### config.mk
export PLATFORM = sky130hd
export DESIGN_NAME = pixel_readout_capture
export DESIGN_NICKNAME = d
export VERILOG_FILES = /design/src/rtl/cis_pkg.sv /design/src/rtl/pixel_fifo.sv /design/src/rtl/pixel_readout_capture.sv
export SDC_FILE = /design/constraint.sdc
export NUM_CORES = 1
export LEC_CHECK = 0
export CAP_MARGIN = 20
export CELL_PAD_IN_SITES_DETAIL_PLACEMENT = 0
export CELL_PAD_IN_SITES_GLOBAL_PLACEMENT = 1
export CORE_ASPECT_RATIO = 0.8
export CORE_MARGIN = 2
export CORE_UTILIZATION = 43
export CTS_CLUSTER_DIAMETER = 80
export DETAILED_ROUTE_END_ITERATION = 8
export PLACE_DENSITY = 0.82
export SKIP_LAST_GASP = 1
export SYNTH_ARGS = -nofsm -noshare
export SYNTH_HDL_FRONTEND = slang
export SYNTH_SLANG_ARGS = --single-unit
### constraint.sdc
create_clock -name clk -period 5.9 [get_ports clk]
set_input_delay 0.59 -clock clk [delete_from_list [all_inputs] [get_ports clk]]
set_output_delay 0.59 -clock clk [all_outputs]
set_load 0.05 [all_outputs]
### src/rtl/cis_pkg.sv
// Shared types and helpers for the pixel readout capture path: capture FSM states,
// default geometry constants and the saturating CDS subtraction.
package cis_pkg;

  typedef enum logic [1:0] {IDLE, REF, ARMED, READOUT} capture_state_t;

  localparam int DEF_PIXEL_COUNT = 4;
  localparam int DEF_DATA_WIDTH  = 8;
  localparam int DEF_FIFO_DEPTH  = 4;
  // Working width of cds_sub; callers zero-extend narrower samples into it.
  localparam int CDS_W           = 16;

  function automatic logic [CDS_W-1:0] cds_sub(input logic [CDS_W-1:0] sample,
                                               input logic [CDS_W-1:0] ref_val);
    return (ref_val > sample) ? '0 : sample - ref_val;
  endfunction

endpackage

### src/rtl/pixel_fifo.sv
// Synchronous FIFO holding {last, data} entries for the readout stream.
// Pointers wrap naturally (DEPTH is a power of two); a push while full is accepted only with a same-cycle pop.
module pixel_fifo #(
  parameter int WIDTH = 9,
  parameter int DEPTH = 4
) (
  input  logic             clk,
  input  logic             reset_n,
  input  logic             push,
  input  logic [WIDTH-1:0] push_data,
  input  logic             pop,
  output logic [WIDTH-1:0] pop_data,
  output logic             valid,
  output logic             full
);

  localparam int PTR_W = $clog2(DEPTH);
  localparam int CNT_W = PTR_W + 1;

  logic [WIDTH-1:0] mem [DEPTH];
  logic [PTR_W-1:0] wr_ptr;
  logic [PTR_W-1:0] rd_ptr;
  logic [CNT_W-1:0] count;
  logic             do_push;
  logic             do_pop;

  assign valid    = (count != '0);
  assign full     = (count == CNT_W'(DEPTH));
  assign do_pop   = pop && valid;
  assign do_push  = push && (!full || do_pop);
  // Gated so the output reads zero whenever nothing is held, including right after reset.
  assign pop_data = valid ? mem[rd_ptr] : '0;

  always_ff @(posedge clk or negedge reset_n) begin
    if (!reset_n) begin
      wr_ptr <= '0;
      rd_ptr <= '0;
      count  <= '0;
    end else begin
      if (do_push) wr_ptr <= wr_ptr + PTR_W'(1);
      if (do_pop)  rd_ptr <= rd_ptr + PTR_W'(1);
      case ({do_push, do_pop})
        2'b10:   count <= count + CNT_W'(1);
        2'b01:   count <= count - CNT_W'(1);
        default: count <= count;
      endcase
    end
  end

  always_ff @(posedge clk) begin
    if (do_push) mem[wr_ptr] <= push_data;
  end

endmodule

### src/rtl/pixel_readout_capture.sv
// Receive side of the sensor sequencer: tracks corr/read/erase phases, captures read-phase pixels,
// optionally applies CDS against references latched at end of CORR (enabled by CIS_CDS_EN), streams out via FIFO.
module pixel_readout_capture
  import cis_pkg::*;
#(
  parameter int PIXEL_COUNT = DEF_PIXEL_COUNT,
  parameter int DATA_WIDTH  = DEF_DATA_WIDTH,
  parameter int FIFO_DEPTH  = DEF_FIFO_DEPTH
) (
  input  logic                              clk,
  input  logic                              reset_n,
  input  logic                              erase,
  input  logic                              corr,
  input  logic                              convert,
  input  logic                              read,
  input  logic [$clog2(PIXEL_COUNT)-1:0]    pixel_select,
  input  logic [PIXEL_COUNT*DATA_WIDTH-1:0] adc_bus,
  output logic [DATA_WIDTH-1:0]             out_data,
  output logic                              out_valid,
  input  logic                              out_ready,
  output logic                              out_last,
  output logic                              overflow,
  output logic                              frame_done
);

  localparam int                SEL_W     = $clog2(PIXEL_COUNT);
  localparam logic [SEL_W:0]    PIX_LIMIT = (SEL_W+1)'(PIXEL_COUNT);
  localparam logic [SEL_W-1:0]  LAST_SEL  = SEL_W'(PIXEL_COUNT-1);

  capture_state_t        state;
  logic                  erase_q;
  logic [DATA_WIDTH-1:0] lane [PIXEL_COUNT];
  logic [DATA_WIDTH-1:0] sample;
  logic [DATA_WIDTH-1:0] result_p0;
  logic                  vld_p0;
  logic                  last_p0;
  logic                  fifo_full;
  logic                  pop_ok;
  logic                  push_ok;
  logic                  drop;
  logic [DATA_WIDTH:0]   fifo_q;

  for (genvar i = 0; i < PIXEL_COUNT; i++) begin : g_lane
    assign lane[i] = adc_bus[i*DATA_WIDTH +: DATA_WIDTH];
  end

  // Capture stage: select the addressed lane and form the result pushed this edge
  assign sample  = lane[pixel_select];
  assign vld_p0  = read && ({1'b0, pixel_select} < PIX_LIMIT);
  assign last_p0 = (pixel_select == LAST_SEL);
  assign pop_ok  = out_valid && out_ready;
  assign push_ok = vld_p0 && (!fifo_full || pop_ok);
  assign drop    = vld_p0 && fifo_full && !pop_ok;

`ifdef CIS_CDS_EN
  logic [PIXEL_COUNT*DATA_WIDTH-1:0] corr_bus;
  logic [PIXEL_COUNT*DATA_WIDTH-1:0] ref_bus;
  logic [DATA_WIDTH-1:0]             ref_lane [PIXEL_COUNT];
  logic [DATA_WIDTH-1:0]             ref_sel;
  logic [CDS_W-1:0]                  cds_full;
  logic [CDS_W-DATA_WIDTH:0]         unused_bits;

  for (genvar i = 0; i < PIXEL_COUNT; i++) begin : g_ref_lane
    assign ref_lane[i] = ref_bus[i*DATA_WIDTH +: DATA_WIDTH];
  end

  // corr_bus follows the ADC while corr is high; its last value becomes the reference when corr drops.
  always_ff @(posedge clk or negedge reset_n) begin
    if (!reset_n) begin
      corr_bus <= '0;
      ref_bus  <= '0;
    end else begin
      if (corr) corr_bus <= adc_bus;
      if (state == REF && !corr) ref_bus <= corr_bus;
    end
  end

  // Reads outside an armed frame have no valid reference and subtract nothing.
  assign ref_sel     = (state == ARMED || state == READOUT) ? ref_lane[pixel_select] : '0;
  assign cds_full    = cds_sub(CDS_W'(sample), CDS_W'(ref_sel));
  assign result_p0   = cds_full[DATA_WIDTH-1:0];
  assign unused_bits = {convert, cds_full[CDS_W-1:DATA_WIDTH]};
`else
  logic unused_bits;
  assign result_p0   = sample;
  assign unused_bits = convert;
`endif

  // Sequencing and status flags
  always_ff @(posedge clk or negedge reset_n) begin
    if (!reset_n) begin
      state      <= IDLE;
      erase_q    <= 1'b0;
      overflow   <= 1'b0;
      frame_done <= 1'b0;
    end else begin
      erase_q    <= erase;
      frame_done <= push_ok && last_p0;
      if (drop)                overflow <= 1'b1;
      else if (erase && !erase_q) overflow <= 1'b0;
      case (state)
        IDLE:    if (corr) state <= REF;
        REF:     if (!corr) state <= ARMED;
        ARMED: begin
          if (erase)     state <= IDLE;
          else if (corr) state <= REF;
          else if (read) state <= READOUT;
        end
        READOUT: if (!read) state <= IDLE;
        default: state <= IDLE;
      endcase
    end
  end

  pixel_fifo #(
    .WIDTH(DATA_WIDTH + 1),
    .DEPTH(FIFO_DEPTH)
  ) u_fifo (
    .clk      (clk),
    .reset_n  (reset_n),
    .push     (vld_p0),
    .push_data({last_p0, result_p0}),
    .pop      (out_ready),
    .pop_data (fifo_q),
    .valid    (out_valid),
    .full     (fifo_full)
  );

  assign out_data = fifo_q[DATA_WIDTH-1:0];
  assign out_last = fifo_q[DATA_WIDTH];

endmodule

==> results.py, run 1 <==
metrics = {
    "worst_setup_path": {
        "cp-end-kind": "primary output",
        "cp_slowest_cell": "dfrtp_1",
        "crit_fanout": 11,
        "worstSetupPathType": "flip-flop to primary output",
        "path_cells": "mux4_2, and2_1, clkdlybuf4s50_1",
        "worstPathArrival_ns": 2.51,
        "start_kind": "flip-flop",
        "critPathBufInv": 1,
        "critical_path.max_stage_delay_ns": 0.77,
        "crit_required_ns": 5.31,
        "crit_family": "flip-flops",
    },
    "synth": {
        "ys.warnings.count": 0,
        "syn_area_per_cell_um2": 18.65,
        "synthDistinctLibCells": 21,
        "syn_inst": 112,
        "ys_seq_area_share_pct": 63.75,
        "synthesis.nets": 159,
        "synth-seq-cells": 46,
        "syn_area_um2": 2088,
    },
    "timing": {
        "clock.fmax_ghz": 0.3222,
        "setup_tns_ns": 0,
        "skew_ns": 0.005361,
        "rsz0062_at_grt": "no",
        "period_minus_slack_ns": 3.104,
        "fin_crit_sh_pct": 52.60,
        "finalHoldViolCount": 0,
        "setup_viol": 0,
        "drv_slew": 0,
        "worst_slew_pin_slew_ns": 0.6597,
        "relSlewSlack_pct": 56.02,
    },
    "clock_tree": {
        "clockBufferDepth": 2,
        "post_cts_resized": 0,
        "root_buffer": "clkbuf_8",
        "clk_latency_ns": 0.29,
        "clock_sinks": 46,
        "htreeDepth": 2,
        "ctsHoldBuffers": 0,
        "post_cts_buffers": 0,
        "clk_pin_slew_ns": 0.08,
        "numCtsBuffers": 5,
        "tritoncts": "yes",
    },
    "routing": {
        "drc": 0,
        "vias": 1149,
        "drt_iter0_drc": 29,
        "wl_um": 3793,
        "routedWlPerCell_um": 16.93,
        "drtPass1Iterations": 4,
        "viasPerCell": 5.129,
        "ant_nets": 0,
    },
    "place": {
        "placedCellCount": 216,
        "dp_hpwl_um": 2778,
        "port_buffers": 50,
        "place_congestion": 0.7135,
        "placed_cell_area_um2": 2624,
    },
    "final_layout": {
        "drive_above_1_share_pct": 15.24,
        "register_area_um2": 1331,
        "final_cells": 224,
        "fin_area_um2": 2705,
        "antenna_cells": 0,
        "fillers": 362,
        "nets": 210,
        "multi_input_area_um2": 694.4,
        "final_core_util_pct": 58.50,
        "area_delta_synth_final_pct": 29.54,
    },
    "global_routing": {
        "busiest_layer": "met2",
        "grt_max_degree": 14,
        "antenna_found_initial": 0,
        "grt_util_met3_pct": 4.098,
        "grtUsageTotal_pct": 16.14,
        "met1_usage_pct": 19.93,
        "grt_pass1_wl_um": 6244,
        "use_met2_pct": 28.46,
        "grt_pass1_vias": 1283,
        "grt_overflow": 0,
    },
    "status": {
        "run_status": "completed",
    },
    "die": {
        "initial_core_util_pct": 45.16,
        "ios": 53,
        "die_area_um2": 5433,
        "die_y_um": 66.33,
        "rows": 22,
        "dieWidth_um": 81.92,
        "coreArea_um2": 4624,
    },
    "flow_run": {
        "cap_viol_max_count": 0,
    },
    "power_and_ir_drop": {
        "power_mw": 1.265,
        "ir_worst_vdd_uv": 330.0,
        "p_per_area_nw_per_um2": 467.6,
        "p_leak_nw": 0.9629,
    },
    "min_path": {
        "min_path_type": "flip-flop to flip-flop",
    },
}
-- area by class of cell --
cell class | count | share of cell area [%]
inverter | 6 | 0.8326
timing repair buffer | 50 | 18.50
clock buffer | 6 | 2.683
tap | 60 | 2.775
multi-input combinational | 54 | 25.67
clock inverter | 2 | 0.3238
sequential | 46 | 49.21
-- layer usage --
metal	vias up	share of wire (%)	routed length [µm]
met5	-	0	0
met4	0	0.76	29
met3	4	2.8	105
met2	23	53	2008
met1	595	43	1649
li1	527	-	-
-- Yosys cell counts --
cell type,n,share of area [%]
nor2_1,1,0.18
clkbuf_1,2,0.36
buf_2,2,0.48
a22o_1,1,0.42
dfrtp_1,10,12
nand3_1,1,0.24
ha_1,5,3.0
mux4_2,17,18
and2_1,16,4.8
edfxtp_1,36,52
fa_1,1,0.96
nor4b_2,1,0.72
nand2b_1,1,0.30
buf_6,2,1.1
xnor2_1,3,1.3
mux2i_1,1,0.48
mux2_4,1,0.72
nor2b_1,1,0.30
inv_1,6,1.1
xor2_1,3,1.3
or3_1,1,0.30
-- stage by stage --
stage	hold slack, ns	setup slack (ns)
final	0.4866	2.796
after global routing	0.5113	2.631
after CTS	0.4883	2.713
after detailed placement	0.4752	3.031
after global placement	0.4655	3.087
after floorplan	0.2944	3.691
-- report_power, final --
part,leakage (nW),switching [mW],internal [mW]
Combinational,0.469,0.326,0.257
Sequential,0.451,0.0658,0.438
Clock,0.0426,0.0960,0.0815
-- flip-flops by register name, indices dropped and copies added (netlist names) --
name	count
erase_q	1
frame_done	1
overflow	1
u_fifo.count	3
u_fifo.mem	36
u_fifo.rd_ptr	2
u_fifo.wr_ptr	2
-- kinds of logic after synthesis --
kind of cell             after synthesis  synth area share (%)
flip-flops                            46                 63.75
AND/OR/NAND/NOR                       22                 6.831
multiplexers                          19                 19.53
buffers and inverters                 12                 2.996
XOR/XNOR                               6                 2.517
adder cells (fa/ha/maj)                6                 3.955
AO/OA/AOI/OAI                          1                0.4195
-- cell usage in the layout, fill, tap and decap left out --
master and count:
mux2_4 1, clkdlybuf4s50_1 50, clkbuf_8 5, or3_1 1, clkinv_1 1, a22o_1 1, dfrtp_1 10, nor4b_2 1
nor2b_1 1, mux4_2 17, clkinv_2 1, fa_1 1, nor2_1 1, and2_1 16, xnor2_1 3, nand3_1 1
nand2b_1 1, xor2_1 3, clkbuf_1 1, ha_1 5, edfxtp_1 36, mux2i_1 1, inv_1 6
-- worst paths after layout --
kind                                              start  slack (ns)                      endpoint  cells after the start
setup / recovery           u_fifo.rd_ptr[0]$_DFFE_PN0P_        2.80                   out_data[4]                      3
min in group asynchronous                       reset_n        0.62  u_fifo.rd_ptr[1]$_DFFE_PN0P_                      1
setup reg to reg            u_fifo.count[1]$_DFFE_PN0P_        3.70   u_fifo.count[2]$_DFFE_PN0P_                      9
hold reg to reg             u_fifo.count[2]$_DFFE_PN0P_        0.49   u_fifo.count[2]$_DFFE_PN0P_                      1
max in group asynchronous                       reset_n        4.95          overflow$_DFFE_PN0P_                      1
hold / removal              u_fifo.count[2]$_DFFE_PN0P_        0.49   u_fifo.count[2]$_DFFE_PN0P_                      1
(Power assumes the default switching activity.)
==> run 2, diff against run 1 <==
--- a/config.mk
+++ b/config.mk
@@ -10,10 +10,10 @@
 export CELL_PAD_IN_SITES_GLOBAL_PLACEMENT = 1
 export CORE_ASPECT_RATIO = 0.8
 export CORE_MARGIN = 2
-export CORE_UTILIZATION = 43
+export CORE_UTILIZATION = 36
 export CTS_CLUSTER_DIAMETER = 80
 export DETAILED_ROUTE_END_ITERATION = 8
-export PLACE_DENSITY = 0.82
+export PLACE_DENSITY = 0.73
 export SKIP_LAST_GASP = 1
 export SYNTH_ARGS = -nofsm -noshare
 export SYNTH_HDL_FRONTEND = slang
==> constraint.sdc (replaced) <==
create_clock -name clk -period 2.8 [get_ports clk]
set_input_delay 0.28 -clock clk [delete_from_list [all_inputs] [get_ports clk]]
set_output_delay 0.28 -clock clk [all_outputs]
set_load 0.05 [all_outputs]
==> run 2 against run 1 <==
  * Register-to-register slack lost 3.2 ns
  * Flip-flop and latch count stayed put
  * Critical path type unchanged
  * Total power grew 110%
  * Combinational power rose by 120%
  * Sequential power rose by 100%
  * Worst setup slack lost 2.5 ns
==> results.py, run 2 (synthesis gave the netlist of run 1 again) <==
metrics = {
    "status": {
        "run_status": "completed",
    },
    "worst_setup_path": {
        "worstPathArrival_ns": 2.21,
        "r2r-start": "u_fifo.count[0]$_DFFE_PN0P_",
        "worstSetupPathType": "flip-flop to primary output",
        "start_kind": "flip-flop",
        "cp-end-kind": "primary output",
        "setup.worst_path.start": "u_fifo.count[0]$_DFFE_PN0P_",
        "crit_fanout": 12,
        "crit_required_ns": 2.52,
    },
    "clock_tree": {
        "clk_pin_slew_ns": 0.08,
        "clock_sinks": 46,
        "clockBufferDepth": 2,
        "post_cts_resized": 0,
        "tritoncts": "yes",
        "clk_latency_ns": 0.29,
        "post_cts_buffers": 0,
        "htreeDepth": 2,
        "numCtsBuffers": 5,
        "root_buffer": "clkbuf_8",
        "ctsHoldBuffers": 0,
    },
    "flow_run": {
        "cap_viol_max_count": 0,
    },
    "place": {
        "dp_hpwl_um": 2945,
        "placedCellCount": 236,
        "pre_cts_slack_ns": 0.3289,
        "place_congestion": 0.6967,
        "placed_cell_area_um2": 2661,
        "port_buffers": 50,
    },
    "timing": {
        "worst_slew_pin_slew_ns": 0.5991,
        "setup_tns_ns": 0,
        "fin_crit_sh_pct": 89.01,
        "setup_viol": 0,
        "relSlewSlack_pct": 59.94,
        "rsz0062_at_grt": "no",
        "skew_ns": 0.003951,
        "period_minus_slack_ns": 2.492,
        "finalHoldViolCount": 0,
        "layout_setup_ws_ns": 0.3077,
        "clock.fmax_ghz": 0.4012,
        "drv_slew": 0,
    },
    "global_routing": {
        "grt_pass1_wl_um": 6423,
        "grt_max_degree": 14,
        "grt_pass1_vias": 1293,
        "grtUsageTotal_pct": 13.87,
        "grt_overflow": 0,
        "antenna_found_initial": 0,
    },
    "final_layout": {
        "largest_reg_flops": 36,
        "reg.largest.list": "u_fifo.mem x36, u_fifo.count x3",
        "layout_common_cells": "clkdlybuf4s50_1 (50), edfxtp_1 (36), mux4_2 (17), and2_1 (16), dfrtp_1 (10)",
        "register_area_um2": 1331,
        "nets": 212,
        "drive_above_1_share_pct": 15.66,
        "antenna_cells": 0,
        "multi_input_area_um2": 694.4,
        "regMostFlops": "u_fifo.mem",
        "fin_area_um2": 2741,
        "area_delta_synth_final_pct": 31.28,
        "fillers": 476,
        "final_cells": 244,
        "mostFrequentLayoutCell": "clkdlybuf4s50_1",
    },
    "power_and_ir_drop": {
        "p_leak_nw": 0.9694,
        "seqPwrFrac_pct": 37.8,
        "switching_share_pct": 38.46,
        "p_per_area_nw_per_um2": 986.5,
        "p_int_mw": 1.664,
        "p_sw_mw": 1.040,
        "p_comb_share_pct": 48.2,
        "ir_worst_vdd_uv": 313.3,
        "clockPowerShare_pct": 14.0,
    },
    "die": {
        "dieWidth_um": 89.15,
        "initial_core_util_pct": 37.79,
        "die_area_um2": 6430,
        "rows": 24,
        "ios": 53,
        "die_y_um": 72.12,
        "coreArea_um2": 5525,
    },
    "routing": {
        "drtPass1Iterations": 3,
        "drc": 0,
        "wl_um": 3930,
        "viasPerCell": 4.701,
        "routedWlPerCell_um": 16.11,
        "ant_nets": 0,
        "vias": 1147,
        "drt_iter0_drc": 36,
    },
    "min_path": {
        "min_path_type": "input pin to async pin",
    },
}
## run 2: layer usage
| layer | track usage (%) | vias to the layer above | wire (µm) |
|---|---|---|---|
| li1 | - | 528 | - |
| met1 | 16.17 | 588 | 1555 |
| met2 | 24.86 | 26 | 2200 |
| met3 | 2.958 | 5 | 120 |
| met4 | 5.473 | 0 | 53 |
| met5 | 0 | - | 0 |
## run 2: worst paths after layout
| kind | end | slack [ns] | depth (start not counted) |
|---|---|---|---|
| worst max-delay path | out_data[7] | 0.31 | 3 |
| worst min-delay path | u_fifo.count[1]$_DFFE_PN0P_ | 0.31 | 1 |
| worst max register to register | u_fifo.count[1]$_DFFE_PN0P_ | 0.55 | 6 |
| worst min register to register | u_fifo.count[2]$_DFFE_PN0P_ | 0.50 | 1 |
| max in group asynchronous | u_fifo.wr_ptr[1]$_DFFE_PN0P_ | 2.18 | 1 |
| min in group clk | erase_q$_DFF_PN0_ | 0.47 | 1 |
## run 2: final cells by class
class	instances	share of cell area, %
repair buffers	52	18.80
multi-input cells	54	25.33
clock buffers	8	2.921
well taps	78	3.560
flip-flops and latches	46	48.56
inverters	6	0.8215
## run 2: worst max-delay path, stage by stage (launching register included)
cell and delay [ns]:
dfrtp_1 0.43, or3_1 0.56, and2_1 0.23, clkdlybuf4s50_1 0.70
## run 2: per-stage QoR
| step | power [mW] | hold WS, ns | utilization (%) |
|---|---|---|---|
| after floorplan | 1.948 | -0.01559 | - |
| after global placement | 2.317 | 0.4658 | 48.17 |
| after detailed placement | 2.368 | 0.4907 | 48.17 |
| after CTS | 2.741 | 0.3176 | 49.61 |
| after global routing | 2.856 | 0.3388 | 49.61 |
| final | 2.704 | 0.3055 | 49.61 |
## run 2: power by group through the flow
stage          registers [mW]  clock network (mW)  logic (mW)
2_1_floorplan            1.01                   0       0.938
3_3_place_gp             1.03                   0        1.29
3_5_place_dp             1.04                   0        1.33
4_1_cts                  1.03               0.388        1.33
5_1_grt                  1.04               0.414        1.40
6_report                 1.02               0.378        1.30
